<file path="src/rtl/board_pkg.sv">
// Shared types and defaults for the mole board: FSM states, tick defaults, LFSR seed.
package board_pkg;

    typedef enum logic [1:0] {
        ST_IDLE = 2'd0,
        ST_GAP  = 2'd1,
        ST_UP   = 2'd2,
        ST_OVER = 2'd3
    } board_state_t;

    localparam logic [27:0] SHOW_TICKS_DEF = 28'd100_000_000;
    localparam logic [27:0] GAP_TICKS_DEF  = 28'd50_000_000;
    localparam logic [27:0] SHOW_STEP_DEF  = 28'd2_000_000;
    localparam logic [27:0] SHOW_MIN_DEF   = 28'd20_000_000;
    localparam logic [7:0]  LFSR_SEED_DEF  = 8'hA5;

    // max(base - score*step, floor); evaluated wide so the subtraction never wraps
    function automatic logic [27:0] show_time(
        input logic [7:0]  score,
        input logic [27:0] base,
        input logic [27:0] step,
        input logic [27:0] floor_val
    );
        logic [36:0] red;
        red = 37'(score) * 37'(step);
        if (37'(base) >= red + 37'(floor_val))
            show_time = 28'(37'(base) - red);
        else
            show_time = floor_val;
    endfunction

endpackage

</file>
<file path="src/rtl/board_lfsr.sv">
// Free-running 8-bit LFSR (x^8+x^6+x^5+x^4+1) plus a hole picker that never repeats
// the previously taken hole. pos is combinational; take commits it as the new previous.
module board_lfsr
    import board_pkg::*;
#(
    parameter logic [7:0] SEED = LFSR_SEED_DEF
) (
    input  logic       clk,
    input  logic       rst,
    input  logic       take,
    output logic [1:0] pos
);

    logic [7:0] lfsr;
    logic [1:0] prev_pos;
    logic [1:0] cand;

    assign cand = lfsr[1:0];
    assign pos  = (cand == prev_pos) ? cand + 2'd1 : cand;

    always_ff @(posedge clk) begin
        if (rst) begin
            lfsr     <= SEED;
            prev_pos <= 2'd0;
        end else begin
            lfsr <= {lfsr[6:0], lfsr[7] ^ lfsr[5] ^ lfsr[4] ^ lfsr[3]};
            if (take)
                prev_pos <= pos;
        end
    end

endmodule

</file>
<file path="src/rtl/mole_board_ctrl.sv">
// Whack-a-mole game controller: drives an external count-down timer via load/loadval
// and reacts to its trigger level. All outputs registered; no backpressure.
module mole_board_ctrl
    import board_pkg::*;
#(
    parameter logic [27:0] SHOW_TICKS = SHOW_TICKS_DEF,
    parameter logic [27:0] GAP_TICKS  = GAP_TICKS_DEF,
    parameter logic [27:0] SHOW_STEP  = SHOW_STEP_DEF,
    parameter logic [27:0] SHOW_MIN   = SHOW_MIN_DEF,
    parameter int unsigned MAX_MISSES = 3,
    parameter logic [7:0]  LFSR_SEED  = LFSR_SEED_DEF
) (
    input  logic        clk,
    input  logic        rst,
    input  logic        start,
    input  logic [3:0]  btn,
    input  logic        time_trigger,
    output logic        load,
    output logic [27:0] loadval,
    output logic [3:0]  mole,
    output logic [7:0]  score,
    output logic [3:0]  misses,
    output logic        game_over
);

    localparam logic [3:0] MISS_LIMIT = 4'(MAX_MISSES);

    board_state_t state;
    logic [1:0]   pos;
    logic         take;
    logic         hit;
    logic         timeout;
    logic [3:0]   misses_inc;
    logic [27:0]  show_val;

    // trigger seen in a load cycle is still the previous interval's expiry
    assign timeout    = time_trigger && !load;
    assign hit        = (state == ST_UP) && ((btn & mole) != 4'd0);
    assign take       = (state == ST_GAP) && timeout;
    assign misses_inc = misses + 4'd1;
    assign show_val   = show_time(score, SHOW_TICKS, SHOW_STEP, SHOW_MIN);

    board_lfsr #(
        .SEED (LFSR_SEED)
    ) u_lfsr (
        .clk  (clk),
        .rst  (rst),
        .take (take),
        .pos  (pos)
    );

    always_ff @(posedge clk) begin
        if (rst) begin
            state     <= ST_IDLE;
            load      <= 1'b0;
            loadval   <= 28'd0;
            mole      <= 4'd0;
            score     <= 8'd0;
            misses    <= 4'd0;
            game_over <= 1'b0;
        end else begin
            load <= 1'b0;
            case (state)
                ST_IDLE, ST_OVER: begin
                    if (start) begin
                        score     <= 8'd0;
                        misses    <= 4'd0;
                        game_over <= 1'b0;
                        mole      <= 4'd0;
                        load      <= 1'b1;
                        loadval   <= GAP_TICKS;
                        state     <= ST_GAP;
                    end
                end
                ST_GAP: begin
                    if (timeout) begin
                        mole    <= 4'b0001 << pos;
                        load    <= 1'b1;
                        loadval <= show_val;
                        state   <= ST_UP;
                    end
                end
                ST_UP: begin
                    // a hit wins over a simultaneous timeout
                    if (hit) begin
                        if (score != 8'hFF)
                            score <= score + 8'd1;
                        mole    <= 4'd0;
                        load    <= 1'b1;
                        loadval <= GAP_TICKS;
                        state   <= ST_GAP;
                    end else if (timeout) begin
                        misses <= misses_inc;
                        mole   <= 4'd0;
                        if (misses_inc == MISS_LIMIT) begin
                            game_over <= 1'b1;
                            state     <= ST_OVER;
                        end else begin
                            load    <= 1'b1;
                            loadval <= GAP_TICKS;
                            state   <= ST_GAP;
                        end
                    end
                end
                default: state <= ST_IDLE;
            endcase
        end
    end

endmodule

</file>
<file path="config.mk">
export PLATFORM = sky130hd
export DESIGN_NAME = mole_board_ctrl
export DESIGN_NICKNAME = d
export VERILOG_FILES = /design/src/rtl/board_pkg.sv /design/src/rtl/board_lfsr.sv /design/src/rtl/mole_board_ctrl.sv
export SDC_FILE = /design/constraint.sdc
export NUM_CORES = 1
export LEC_CHECK = 0
export ABC_AREA = 1
export BUFFER_PORTS_ARGS = -buffer_cell sky130_fd_sc_hd__buf_2
export CELL_PAD_IN_SITES_DETAIL_PLACEMENT = 1
export CELL_PAD_IN_SITES_GLOBAL_PLACEMENT = 1
export CORE_UTILIZATION = 47
export CTS_BUF_LIST = sky130_fd_sc_hd__clkbuf_4
export DETAILED_ROUTE_END_ITERATION = 16
export GPL_TIMING_DRIVEN = 0
export PLACE_DENSITY_LB_ADDON = 0.05
export SETUP_SLACK_MARGIN = 0.5
export SYNTH_ARGS = -nofsm -noshare
export SYNTH_HDL_FRONTEND = slang
export SYNTH_SLANG_ARGS = --single-unit
</file>
<file path="constraint.sdc">
create_clock -name clk -period 10.9 [get_ports clk]
set_input_delay 0.545 -clock clk [delete_from_list [all_inputs] [get_ports clk]]
set_output_delay 0.545 -clock clk [all_outputs]
set_load 0.005 [all_outputs]
</file>
# Word level (Yosys, flattened, before mapping)
# Cells that the tools add are included.
dict set report totals {
  wordCells 86
  output_inout_bits 46
  ff_bits 58
  in_bits 8
}
dict set report classes {
  bitwise_logic 4
  mux 37
  magnitude_cmp 1
  eq_ne 15
  n_mul 1
  reduce_logical 13
  shift 1
  add_sub_neg 5
}
# op count
set ops {}
lappend ops {{28-bit two-way mux} 6}
lappend ops {{28-bit one-hot mux with 3 select lines} 1}
lappend ops {{29-bit by 25-bit adder with 30-bit output (second input constant)} 1}
lappend ops {{27-bit by 30-bit greater-or-equal comparator with 1-bit output (first input constant)} 1}
lappend ops {{27-bit by 28-bit subtractor with 28-bit output (first input constant)} 1}
lappend ops {{4-bit two-way mux} 6}
lappend ops {{8-bit two-way mux} 3}
lappend ops {{8-bit by 14-bit multiplier with 22-bit output (second input constant)} 1}
lappend ops {{8-bit one-hot mux with 2 select lines} 1}
lappend ops {{2-bit two-way mux} 6}
lappend ops {{4-bit one-hot mux with 3 select lines} 1}
lappend ops {{4-bit AND reduction} 3}
lappend ops {{2-bit inequality test (second input constant)} 5}
lappend ops {{1-bit two-way mux} 9}
lappend ops {{8-bit by 1-bit adder with 8-bit output (second input constant)} 1}
lappend ops {{8-bit inequality test (second input constant)} 1}
lappend ops {{4-bit one-hot mux with 2 select lines} 1}
lappend ops {{3-bit inequality test (second input constant)} 2}
lappend ops {{2-bit one-hot mux with 3 select lines} 1}
lappend ops {{5-bit AND reduction} 1}
lappend ops {{4-bit by 1-bit adder with 4-bit output (second input constant)} 1}
lappend ops {{4-bit AND} 1}
lappend ops {{2-bit equality test (second input constant)} 2}
lappend ops {{4-bit by 2-bit equality test with 1-bit output (second input constant)} 1}
lappend ops {{15 further kinds} 20}

# Longest topological paths before layout
# Gate-level depths: netlist of the first run.
dict set report logic_depth {
  depth_word 6
  depth_mapped 28
  ltp_nobuf 28
}

# Hierarchy
# Synthesis of the first run repeated with hierarchy kept, for this count alone.
dict set report hier_totals {
  hier_cells 787
  area_unflattened_um2 5192.5
}
# mod cells_each seq_area_each_um2 instances area_per_inst_um2
set by_module_without_submodules {}
lappend by_module_without_submodules {mole_board_ctrl 735 820.8 1 4809.6}
lappend by_module_without_submodules {board_lfsr 52 200.2 1 382.9}

# Worst setup path after synthesis of the first run
# OpenSTA, ideal clock, no wires.
dict set report synth_path {
  path_type {register -> register}
  start {register score[2]}
  end {register loadval[20]}
  arrival_ns 4.310
  setup_time_ns 0.115
  stages_incl_launch_ff 24
  path_slack_ns 6.474
  t_required_ns 10.785
  cell_sequence {dfxtp_1 fa_1 ha_1 inv_1 fa_1 fa_1 inv_1 ha_1 nand2_1 nand2_1 a31oi_2 inv_1 nand2_1 nand4_1 nand2_2 inv_2 nor2_2 inv_2 o21ai_2 nand2_2 nor2_8 nand3_1 o21ai_0 inv_1}
}
dict set report synth_between {
  elab_chain_cells 6
}
# item line_no
set synth_rtl {}
lappend synth_rtl {{start: declaration} mole_board_ctrl.sv:21} ;# output logic [7:0] score,
lappend synth_rtl {{start signal: assignment} mole_board_ctrl.sv:87} ;# score <= score + 8'd1;
lappend synth_rtl {{8-bit by 14-bit multiplier with 22-bit output (*)} board_pkg.sv:25} ;# red = 37'(score) * 37'(step);
lappend synth_rtl {{29-bit by 25-bit adder with 30-bit output} board_pkg.sv:26} ;# if (37'(base) >= red + 37'(floor_val))
lappend synth_rtl {{27-bit by 30-bit greater-or-equal comparator with 1-bit output} board_pkg.sv:26}
lappend synth_rtl {{28-bit two-way mux (*)} board_pkg.sv:26}
lappend synth_rtl {{28-bit two-way mux (*)} mole_board_ctrl.sv:76} ;# if (timeout) begin
lappend synth_rtl {{28-bit one-hot mux with 3 select lines (*)} mole_board_ctrl.sv:63} ;# case (state)
lappend synth_rtl {{end signal: assignment} mole_board_ctrl.sv:79} ;# loadval <= show_val;
lappend synth_rtl {{end: declaration} mole_board_ctrl.sv:19} ;# output logic [27:0] loadval,
# Mark *: on every way between the ends. The rest lies on a longest branch, timed or not. The select of a mux whose other input is x is not followed.
# A chain may end at the register's enable or synchronous reset.

# Worst setup path after layout of the first run
dict set report layout_path {
  start {register score[2]}
  end {register loadval[26]}
}
# Same word-level chain as after synthesis.

==> Flow_metrics.wiki, run 1 <==
{| class="wikitable"
! Metric !! Value
|-
| Status || finished with violations
|-
| Violated checks || design-rule violations
|-
| Number of global-route vias before repair || 5190
|-
| Number of buffers added for setup after CTS || 0
|-
| Area overhead of the layout relative to synthesis || 9.427%
|-
| CTS sink cnt || a little over 50
|-
| Routed wirelength normalized by instance count || about 14 um
|-
| Clock tree buffer depth || 2
|-
| Violation count after the first detailed-routing iteration || about 180
|-
| CP required || around 11 ns
|-
| Biggest area consumer among synthesized cells || dfxtp_1
|-
| Final setup violation count || 0
|-
| YS warnings || 0
|-
| Synthesized flop and latch total || just over 50
|-
| CTS clock-pin slew for the worst setup and hold paths || 0.17 ns
|-
| Power density relative to cell area || approximately 130 nW/um^2
|-
| Number of synthesized flops with an enable pin || 0
|-
| Core outline area || ~11000 sq um
|-
| Total number of H-tree levels || 2
|-
| Nets || slightly above 900
|-
| Port Buf Inserts || 46
|-
| Fin. max-slew vios || 0
|-
| Total die area || ~12000 sq um
|-
| Number of cells traversed by the worst register-to-register path || 22
|-
| Drt via density || 5.124
|-
| Highest achievable clock rate || between 0.15 and 0.2 GHz
|-
| Largest net degree at the start of global routing || 19
|-
| Final weighted congestion in routability-driven placement || ~0.86
|-
| Cell type of the slowest stage on the worst timing path || dfxtp_1
|-
| Busiest layer in global routing || met2
|-
| Global Route Usage Sum || 0.2576
|-
| Overall power after layout || between 0.0007 and 0.0008 W
|-
| Number of cell rows || 38
|-
| Global Route met1 Usage || 0.3081
|-
| Initial antenna violation count || 0
|-
| Total via count after detailed routing || 4945
|-
| Final hold viol count || 0
|-
| Fraction of post-synthesis cell area in the top cell type by area || 0.1957
|-
| Final setup TNS || 0 ns
|-
| Cell chain of the critical path || fa_1 > ha_1 > inv_1 > fa_1 > fa_1 > inv_1 > ha_1 > nand2_1 > nand2_1 > a31oi_2 > nand2_1 > nand2_1 > nand2_4 > inv_2 > nand3_2 > nand2_2 > xor2_1 > nand2_1 > nand2_2 > buf_6 > nand4_1 > a21oi_1
|-
| DRC || 1
|-
| Worst setup margin || a little under 6 ns
|-
| Number of detailed-route iterations in the first pass || 10
|-
| Buffer cell driving the clock tree root || clkbuf_4
|-
| Worst slack at placement || ~5.8 ns
|-
| CTS tree || done
|-
| Worst-case clock skew || ~0.023 ns
|-
| Most Frequent Cell on Critical Path || nand2_1
|-
| Height of the die || roughly 110 um
|-
| Count of instances resized after the clock tree is built || 0
|-
| Capturing element type of the critical path || register
|-
| Cells on Worst Hold Path || 2
|-
| Min-delay src || u_lfsr.lfsr[2]
|-
| Clock buffers created by TritonCTS || 5
|-
| Startpoint of the worst register-to-register path || score[2]
|-
| Max_slew headroom || 0.5702
|-
| Most area-consuming cells after synthesis || dfxtp_1 20%, ha_1 16%, nand2_1 13%
|-
| Max-cap violation count || 0
|-
| Detailed Route WL || 13.87 mm
|-
| Class of the worst hold path || reg2reg
|-
| Top cells by instance count after synthesis || 181 x nand2_1, 116 x inv_1, 67 x nand3_1
|-
| Highest net fanout along the worst path || 11
|-
| Number of distinct library cells after synthesis || 43
|-
| Critical path launch point || score[2]
|-
| Overall overflow remaining after global route || 0
|-
| Most used flip-flop cell after synthesis || dfxtp_1
|-
| Average instance area after synthesis || 6.819 sq um
|-
| Share of layout cells above drive strength 1 || 0.1515
|-
| Startpoint types || register
|-
| Skew-Pair Late Insertion Delay || about 0.40 ns
|-
| RSZ-0062 raised after global routing || false
|-
| Final critical-path required period || 5.074 ns
|-
| Lkg Pwr || around 3.2 nW
|-
| Share of flip-flops with an asynchronous set or reset after synthesis || 0
|-
| Maximum ir drop on the vdd rail || a little over 0.09 mV
|-
| Syn Std Cell Area || about 5200 sq um
|-
| Met2 usage || 0.4876
|-
| Final hold slack || about 0.43 ns
|-
| HPWL after detailed placement || roughly 12 mm
|-
| Met3 capacity usage during global routing || 0.02179
|-
| Cells after Synth || roughly 770
|-
| Antenna-violating nets left || 0
|-
| Floorplan die width || 107.4 um
|-
| I/O pin cnt || 54
|-
| Worst setup path class || reg2reg
|-
| Wire length of the first global-routing pass || about 24 mm
|-
| Antenna diode count || 0
|-
| Slew at the pin closest to its max-slew limit || roughly 0.64 ns
|-
| Most numerous cell in the Yosys netlist || nand2_1
|-
| Data arrival time of the critical path || 5.42 ns
|-
| Highest cell delay on the worst timing path || between 0.6 and 0.7 ns
|-
| Sequential share of the synthesized area || 0.1957
|-
| Setup slack of the most critical reg-to-reg path || about 5.8 ns
|-
| Count of hold buffers inserted by post-cts repair || 0
|-
| Effective utilization at floorplan || 0.4812
|-
| Fin crit share || 0.4655
|}
-- where the power goes --
part	switching [W]	internal, W
registers	0.0000219	0.000211
logic	0.000250	0.000136
clock network	0.0000681	0.0000274
total	0.000340	0.000374
-- layout by cell type (no fill, tap or decap), types with 7 or more instances in the layout --
cell,synthesis,layout
ha_1,66,66
conb_1,1,7
inv_2,10,10
o21ai_0,29,29
nand2_1,181,181
nand4_1,11,11
fa_1,17,17
buf_4,8,8
xor2_1,18,18
dfxtp_1,51,51
nand3_1,67,67
a21oi_1,45,45
inv_1,116,116
nand2_2,24,24
nor2_1,52,52
buf_2,1,47
nor3_1,10,10
-- area by class of cell --
class                   count  area [sq um]
multi-input cells         576          3620
flip-flops and latches     51          1021
fillers                  1507          5132
plain buffers              17         121.4
clock inverters             3         26.28
inverters                 127         476.7
clock buffers               5         37.54
well taps                 140         175.2
repair buffers             46         230.2
-- worst max-delay path: cells and delay by family, from the launching register on --
kind | cells | cell delay (ns)
compound gates | 2 | 0.39
simple gates | 10 | 1.12
flops | 1 | 0.67
fa+ha+maj | 5 | 2.28
xor+xnor | 1 | 0.15
buf+inv | 4 | 0.41
-- registers in the layout, summed over array words and instances (netlist names) --
signal / cells
game_over: 1
load: 1
loadval: 21
misses: 4
mole: 4
score: 8
state: 2
u_lfsr.lfsr: 8
u_lfsr.prev_pos: 2
-- routing by layer --
metal / up-vias / share of wire
li1: 2554 / -
met1: 2317 / 0.46
met2: 57 / 0.50
met3: 17 / 0.022
met4: 0 / 0.017
met5: - / 0
-- metrics by stage --
stage	area, sq um	std cells	util
6_report	5708	965	0.5265
3_3_place_gp	5644	957	0.5207
4_1_cts	5708	965	0.5265
5_1_grt	5708	965	0.5265
2_1_floorplan	5239	771	-
3_5_place_dp	5644	957	0.5207
-- worst paths after layout --
path / to
max: loadval[26]
min: u_lfsr.lfsr[3]
max reg2reg: loadval[26]
min reg2reg: u_lfsr.lfsr[3]
-- kinds of logic (layout without fill, tap and decap cells) --
group / after synthesis / count (layout) / synth area share
AND/OR/NAND/NOR: 370 / 370 / 0.3260
buffers and inverters: 144 / 198 / 0.1147
AO/OA/AOI/OAI: 92 / 92 / 0.09907
adder cells (fa/ha/maj): 83 / 83 / 0.2236
flip-flops: 51 / 51 / 0.1957
XOR/XNOR: 24 / 24 / 0.04030
other: 1 / 7 / 0.0007189
(Power assumes the default switching activity.)
==> run 2, diff against run 1 <==
--- a/config.mk
+++ b/config.mk
@@ -9,7 +9,7 @@
 export BUFFER_PORTS_ARGS = -buffer_cell sky130_fd_sc_hd__buf_2
 export CELL_PAD_IN_SITES_DETAIL_PLACEMENT = 1
 export CELL_PAD_IN_SITES_GLOBAL_PLACEMENT = 1
-export CORE_UTILIZATION = 47
+export CORE_UTILIZATION = 44
 export CTS_BUF_LIST = sky130_fd_sc_hd__clkbuf_4
 export DETAILED_ROUTE_END_ITERATION = 16
 export GPL_TIMING_DRIVEN = 0
==> constraint.sdc (replaced) <==
create_clock -name clk -period 5.2 [get_ports clk]
set_input_delay 0.26 -clock clk [delete_from_list [all_inputs] [get_ports clk]]
set_output_delay 0.26 -clock clk [all_outputs]
set_load 0.005 [all_outputs]
==> Flow_metrics.wiki, run 2 (same netlist as run 1, synthesis figures left out) <==
{| class="wikitable"
! Metric !! Value
|-
| Status || finished, final reports clean
|-
| CTS tree || done
|-
| Slew at the pin closest to its max-slew limit || around 0.68 ns
|-
| CTS sink cnt || 51
|-
| Class of the worst hold path || in2reg
|-
| Cells on Worst Hold Path || 3
|-
| Total number of H-tree levels || 2
|-
| Power density relative to cell area || ~260 nW/um^2
|-
| Largest net degree at the start of global routing || 19
|-
| Data arrival time of the critical path || 4.91 ns
|-
| Final weighted congestion in routability-driven placement || ~0.81
|-
| Regs by FF count || loadval: 21 flops, score: 8 flops, u_lfsr.lfsr: 8 flops
|-
| Worst-case clock skew || ~0.022 ns
|-
| Highest achievable clock rate || ~0.22 GHz
|-
| Commonest non-fill, non-tap cells in the layout || 169 x nand2_1, 114 x inv_1, 64 x nand3_1
|-
| Violation count after the first detailed-routing iteration || 200
|-
| Max-cap violation count || 0
|-
| Final critical-path required period || approximately 4.6 ns
|-
| Switch Pwr || 0.0007585 W
|-
| Share of layout cells above drive strength 1 || 0.2226
|-
| Wire length of the first global-routing pass || roughly 24 mm
|-
| Placed cells || between 900 and 1000
|-
| Capturing element type of the critical path || register
|-
| Startpoint types || register
|-
| Core outline area || roughly 11000 sq um
|-
| Placed cell area || between 5000 and 6000 sq um
|-
| Effective utilization at floorplan || 0.4549
|-
| Power share of the clock group || 0.125
|-
| CP required || around 5.5 ns
|-
| Highest net fanout along the worst path || 6
|-
| Post-route non-filler standard cell count || between 900 and 1000
|-
| Detailed Route WL || ~15 mm
|-
| # fillers || around 1500
|-
| I/O pin cnt || 54
|-
| Overall overflow remaining after global route || 0
|-
| DRC || 0
|-
| Final hold viol count || 0
|-
| Initial antenna violation count || 0
|-
| Antenna-violating nets left || 0
|-
| Clock buffers created by TritonCTS || 5
|-
| Buffer cell driving the clock tree root || clkbuf_4
|-
| Port Buf Inserts || 46
|-
| Clock tree buffer depth || 2
|-
| Final core occ || 0.5374
|-
| Fin. max-slew vios || 0
|-
| Final setup violation count || 0
|-
| Post-route design area || ~6200 sq um
|-
| Fin crit share || 0.8833
|-
| Number of flip-flops in the largest register || 21
|-
| Internal power || between 0.0008 and 0.0009 W
|-
| Nets || roughly 940
|-
| Switching power as a share of total power || 0.4799
|-
| Number of cells traversed by the worst register-to-register path || 20
|-
| Drt via density || slightly above 5
|-
| Count of hold buffers inserted by post-cts repair || 0
|-
| Lkg Pwr || about 3.3 nW
|-
| Number of global-route vias before repair || between 5000 and 6000
|-
| Most common library cell in the layout ignoring fill and taps || nand2_1
|-
| Gate power share || 0.571
|-
| RSZ-0062 raised after global routing || false
|-
| Number of detailed-route iterations in the first pass || 4
|-
| CTS clock-pin slew for the worst setup and hold paths || 0.17 ns
|-
| Final setup TNS || 0 ns
|-
| Height of the die || between 100 and 150 um
|-
| Worst setup path class || reg2reg
|-
| Area overhead of the layout relative to synthesis || 18.13%
|-
| Maximum ir drop on the vdd rail || just under 0.2 mV
|-
| Floorplan die width || around 110 um
|-
| Routed wirelength normalized by instance count || between 15 and 20 um
|-
| Total die area || approximately 12000 sq um
|-
| HPWL after detailed placement || about 12 mm
|-
| Max_slew headroom || 0.5450
|-
| Number of cell rows || 39
|-
| Relative contribution of sequential cells to total power || 0.303
|-
| Total via count after detailed routing || a little over 5000
|-
| Biggest register || loadval
|-
| Global Route Usage Sum || 0.2391
|-
| Skew-Pair Late Insertion Delay || ~0.40 ns
|}
run 2: changes by cell type in the layout (fill, tap and decap cells not counted), sizes merged:
cell | before | now
buf | 58 | 80
diode | 0 | 1
nand2 | 206 | 207
clkbuf | 10 | 11
run 2: metrics by stage:
step	hold slack [ns]	power (W)	setup WS [ns]
2_1_floorplan	0.3883	0.001079	0.7742
3_3_place_gp	0.3972	0.001275	0.2829
3_5_place_dp	0.4030	0.001306	0.2056
4_1_cts	0.1227	0.001522	0.5070
5_1_grt	0.1251	0.001724	0.4043
6_report	0.1367	0.001580	0.6066
run 2: worst max-delay path, stage by stage, from the launching register on:
cell and delay, ns:
dfxtp_4 0.40, buf_4 0.15, ha_1 0.27, inv_1 0.04, fa_1 0.49, inv_1 0.06
fa_1 0.49, ha_1 0.31, ha_1 0.40, a21o_1 0.21, nor2_1 0.17, nand3_2 0.12
a21oi_1 0.25, xor2_2 0.25, nand3_1 0.10, nand2_1 0.09, nand2_2 0.08, nor2_8 0.21
nand3_2 0.14, o21ai_0 0.23, inv_1 0.06
run 2: cell type report:
cell class / instances / area (sq um) / share of cell area
inverters: 127 / 481.7 / 0.07817
multi-input cells: 577 / 3826 / 0.6209
plain buffers: 17 / 121.4 / 0.01970
well taps: 143 / 178.9 / 0.02904
flip-flops and latches: 51 / 1051 / 0.1706
repair buffers: 69 / 436.7 / 0.07086
clock buffers: 5 / 37.54 / 0.006091
diodes: 1 / 2.502 / 0.0004061
clock inverters: 3 / 26.28 / 0.004264
run 2: power by group through the flow:
| stage | Combinational, W | Clock (W) | Sequential, W |
|---|---|---|---|
| 3_3_place_gp | 0.000782 | 0 | 0.000493 |
| 5_1_grt | 0.00102 | 0.000217 | 0.000487 |
| 4_1_cts | 0.000835 | 0.000203 | 0.000484 |
| 3_5_place_dp | 0.000810 | 0 | 0.000496 |
| 2_1_floorplan | 0.000588 | 0 | 0.000491 |
| 6_report | 0.000903 | 0.000198 | 0.000480 |
run 2: worst paths after layout:
path | start | end | slack, ns
worst max register to register | score[4] | loadval[13] | 0.61
worst max-delay path | score[4] | loadval[13] | 0.61
worst min-delay path | start | load | 0.14
worst min register to register | u_lfsr.lfsr[2] | u_lfsr.lfsr[3] | 0.43
run 2: per-layer routing:
metal,routed length [um],GRT usage,part of all wire
met5,0,0,0
met3,293,0.01586,0.020
met2,7672,0.4439,0.51
met4,221,0.05867,0.015
met1,6732,0.2983,0.45
run 2: repair_timing:
| action | 4_1_cts | 5_1_grt |
|---|---|---|
| gates resized for setup | 16 | 52 |
| cloned | 0 | 3 |
| buffers inserted | 4 | 17 |
| endpoints found under the setup margin | 21 | 21 |
| pin swaps | 1 | 21 |
==> run 3, diff against run 2 <==
--- a/config.mk
+++ b/config.mk
@@ -14,6 +14,7 @@
 export DETAILED_ROUTE_END_ITERATION = 16
 export GPL_TIMING_DRIVEN = 0
 export PLACE_DENSITY_LB_ADDON = 0.05
+export RECOVER_POWER = 50
 export SETUP_SLACK_MARGIN = 0.5
 export SYNTH_ARGS = -nofsm -noshare
 export SYNTH_HDL_FRONTEND = slang
==> Flow_metrics.wiki, run 3 (same netlist as run 1, synthesis figures left out) <==
{| class="wikitable"
! Metric !! Value
|-
| Lkg Pwr || ~3.3 nW
|-
| Highest achievable clock rate || approximately 0.21 GHz
|-
| DRC || 0
|-
| Commonest non-fill, non-tap cells in the layout || 169 x nand2_1, 114 x inv_1, 64 x nand3_1
|-
| Final hold slack || ~0.13 ns
|-
| HPWL after detailed placement || approximately 12 mm
|-
| Switch Pwr || 0.0007605 W
|-
| Cell chain of the critical path || fa_1 > fa_1 > inv_1 > fa_1 > inv_1 > ha_1 > ha_4 > nand2_1 > nor2_2 > nand3_1 > nand3_1 > nand2_1 > nand2_2 > inv_4 > nor2_4 > inv_2 > o21ai_2 > nand2_2 > nor2_8 > nand3_2 > o21ai_0 > inv_1
|-
| Height of the die || roughly 110 um
|-
| Skew-Pair Late Insertion Delay || slightly above 0.4 ns
|-
| Biggest register || loadval
|-
| Cell type of the slowest stage on the worst timing path || dfxtp_1
|-
| CP required || 5.52 ns
|-
| Worst path top cell family by delay || adder cells
|-
| Final setup TNS || 0 ns
|-
| Initial antenna violation count || 0
|-
| Largest net degree at the start of global routing || 19
|-
| Capturing element type of the critical path || register
|-
| Maximum ir drop on the vdd rail || about 0.19 mV
|-
| Wire length of the first global-routing pass || about 24 mm
|-
| Clock buffers created by TritonCTS || 5
|-
| Cells on Worst Hold Path || 3
|-
| Worst-case clock skew || 0.02300 ns
|-
| Worst R2R End || loadval[13]
|-
| Routed wirelength normalized by instance count || ~15 um
|-
| Clock tree buffer depth || 2
|-
| Power density relative to cell area || 258.0 nW/um^2
|-
| Max-cap violation count || 0
|-
| Relative contribution of sequential cells to total power || 0.305
|-
| Total number of H-tree levels || 2
|-
| I/O pin cnt || 54
|-
| CTS tree || done
|-
| Startpoint of the worst register-to-register path || score[6]
|-
| Share of layout cells above drive strength 1 || 0.2049
|-
| Slew at the pin closest to its max-slew limit || 0.6514 ns
|-
| Violation count after the first detailed-routing iteration || roughly 220
|-
| # fillers || between 1500 and 2000
|-
| Number of cells traversed by the worst register-to-register path || 22
|-
| Drt via density || slightly above 5
|-
| Highest net fanout along the worst path || 8
|-
| Power share of the clock group || 0.126
|-
| Min-delay src || start
|-
| Status || finished, final reports clean
|-
| Hold Path Sink || load
|-
| Area overhead of the layout relative to synthesis || 17.49%
|-
| CTS sink cnt || 51
|-
| Number of global-route vias before repair || about 5200
|-
| Count of hold buffers inserted by post-cts repair || 0
|-
| Regs by FF count || loadval: 21 flops, score: 8 flops, u_lfsr.lfsr: 8 flops
|-
| Port Buf Inserts || between 40 and 50
|-
| Class of the worst hold path || in2reg
|-
| Max_slew headroom || 0.5628
|-
| Final setup violation count || 0
|-
| Number of cell rows || 39
|-
| RSZ-0062 raised after global routing || false
|-
| Antenna-violating nets left || 0
|-
| CP Buf/Inv Count || 5
|-
| Data arrival time of the critical path || approximately 5 ns
|-
| Internal power || approximately 0.00082 W
|-
| Final hold viol count || 0
|-
| Floorplan die width || 110.9 um
|-
| Final weighted congestion in routability-driven placement || just over 0.8
|-
| Number of detailed-route iterations in the first pass || 6
|-
| Total via count after detailed routing || a little over 5000
|-
| Final critical-path required period || 4.669 ns
|-
| Most common library cell in the layout ignoring fill and taps || nand2_1
|-
| Core outline area || between 10000 and 15000 sq um
|-
| Buffer cell driving the clock tree root || clkbuf_4
|-
| Worst setup path class || reg2reg
|-
| Switching power as a share of total power || 0.4809
|-
| Total die area || 12290 sq um
|-
| Fin crit share || 0.8979
|-
| Setup slack of the most critical reg-to-reg path || around 0.53 ns
|-
| Effective utilization at floorplan || 0.4549
|-
| Fin. max-slew vios || 0
|-
| Number of flip-flops in the largest register || 21
|-
| Overall overflow remaining after global route || 0
|-
| Global Route Usage Sum || 0.2391
|-
| CTS clock-pin slew for the worst setup and hold paths || roughly 0.17 ns
|-
| Detailed Route WL || 14.94 mm
|-
| Startpoint types || register
|-
| Highest cell delay on the worst timing path || 0.56 ns
|-
| Gate power share || 0.569
|-
| Nets || roughly 940
|}
-- run 3: worst max path at each step --
stage	cells after the start	to	slack (ns)	startpoint
after floorplan	23	loadval[21]	0.77	score[2]
after CTS	23	loadval[21]	0.51	score[3]
after global placement	23	loadval[13]	0.28	score[2]
final	22	loadval[13]	0.53	score[6]
after detailed placement	23	loadval[21]	0.21	score[2]
after global routing	20	loadval[13]	0.31	score[6]
-- run 3: through the flow --
stage	setup slack, ns	cells	utilization	power, W	area [sq um]
floorplan	0.7742	771	-	0.001079	5239
global placement	0.2829	960	0.4925	0.001275	5648
detailed placement	0.2056	960	0.4925	0.001306	5648
CTS	0.5070	972	0.5051	0.001522	5792
global route	0.3137	992	0.5342	0.001723	6126
finish	0.5307	993	0.5344	0.001581	6128
-- run 3: final cells by class --
class	instances	area, sq um	share of cell area
antenna	1	2.502	0.0004083
buffer	17	117.6	0.01919
clock buffer	5	37.54	0.006125
clock inverter	3	26.28	0.004287
inverter	127	481.7	0.07860
multi-input combinational	577	3826	0.6243
sequential	51	1032	0.1684
tap	143	178.9	0.02920
timing repair buffer	69	425.4	0.06942
-- run 3: tightest hold or removal path, delay by kind of cell --
family / cells / cell delay (ns)
simple gates: 2 / 0.15
buf+inv: 1 / 0.08
-- run 3: power groups by stage --
stage | Sequential (W) | Combinational (W) | Clock, W
final | 0.000482 | 0.000901 | 0.000199
after global routing | 0.000489 | 0.00102 | 0.000217
after CTS | 0.000484 | 0.000835 | 0.000203
after detailed placement | 0.000496 | 0.000810 | 0
after global placement | 0.000493 | 0.000782 | 0
after floorplan | 0.000491 | 0.000588 | 0
-- run 3: per-layer routing --
metal / vias to the layer above / global-route usage / wire length, um
li1: 2604 / - / -
met1: 2458 / 0.2983 / 6707
met2: 61 / 0.4439 / 7642
met3: 15 / 0.01586 / 364
met4: 0 / 0.05867 / 228
met5: - / 0 / 0
-- run 3: repair_timing --
| item | in CTS | in global routing |
|---|---|---|
| setup buffers | 4 | 17 |
| endpoints found under the setup margin | 21 | 21 |
| pin swaps | 1 | 21 |
| cloned | 0 | 3 |
| gates resized for setup | 16 | 52 |
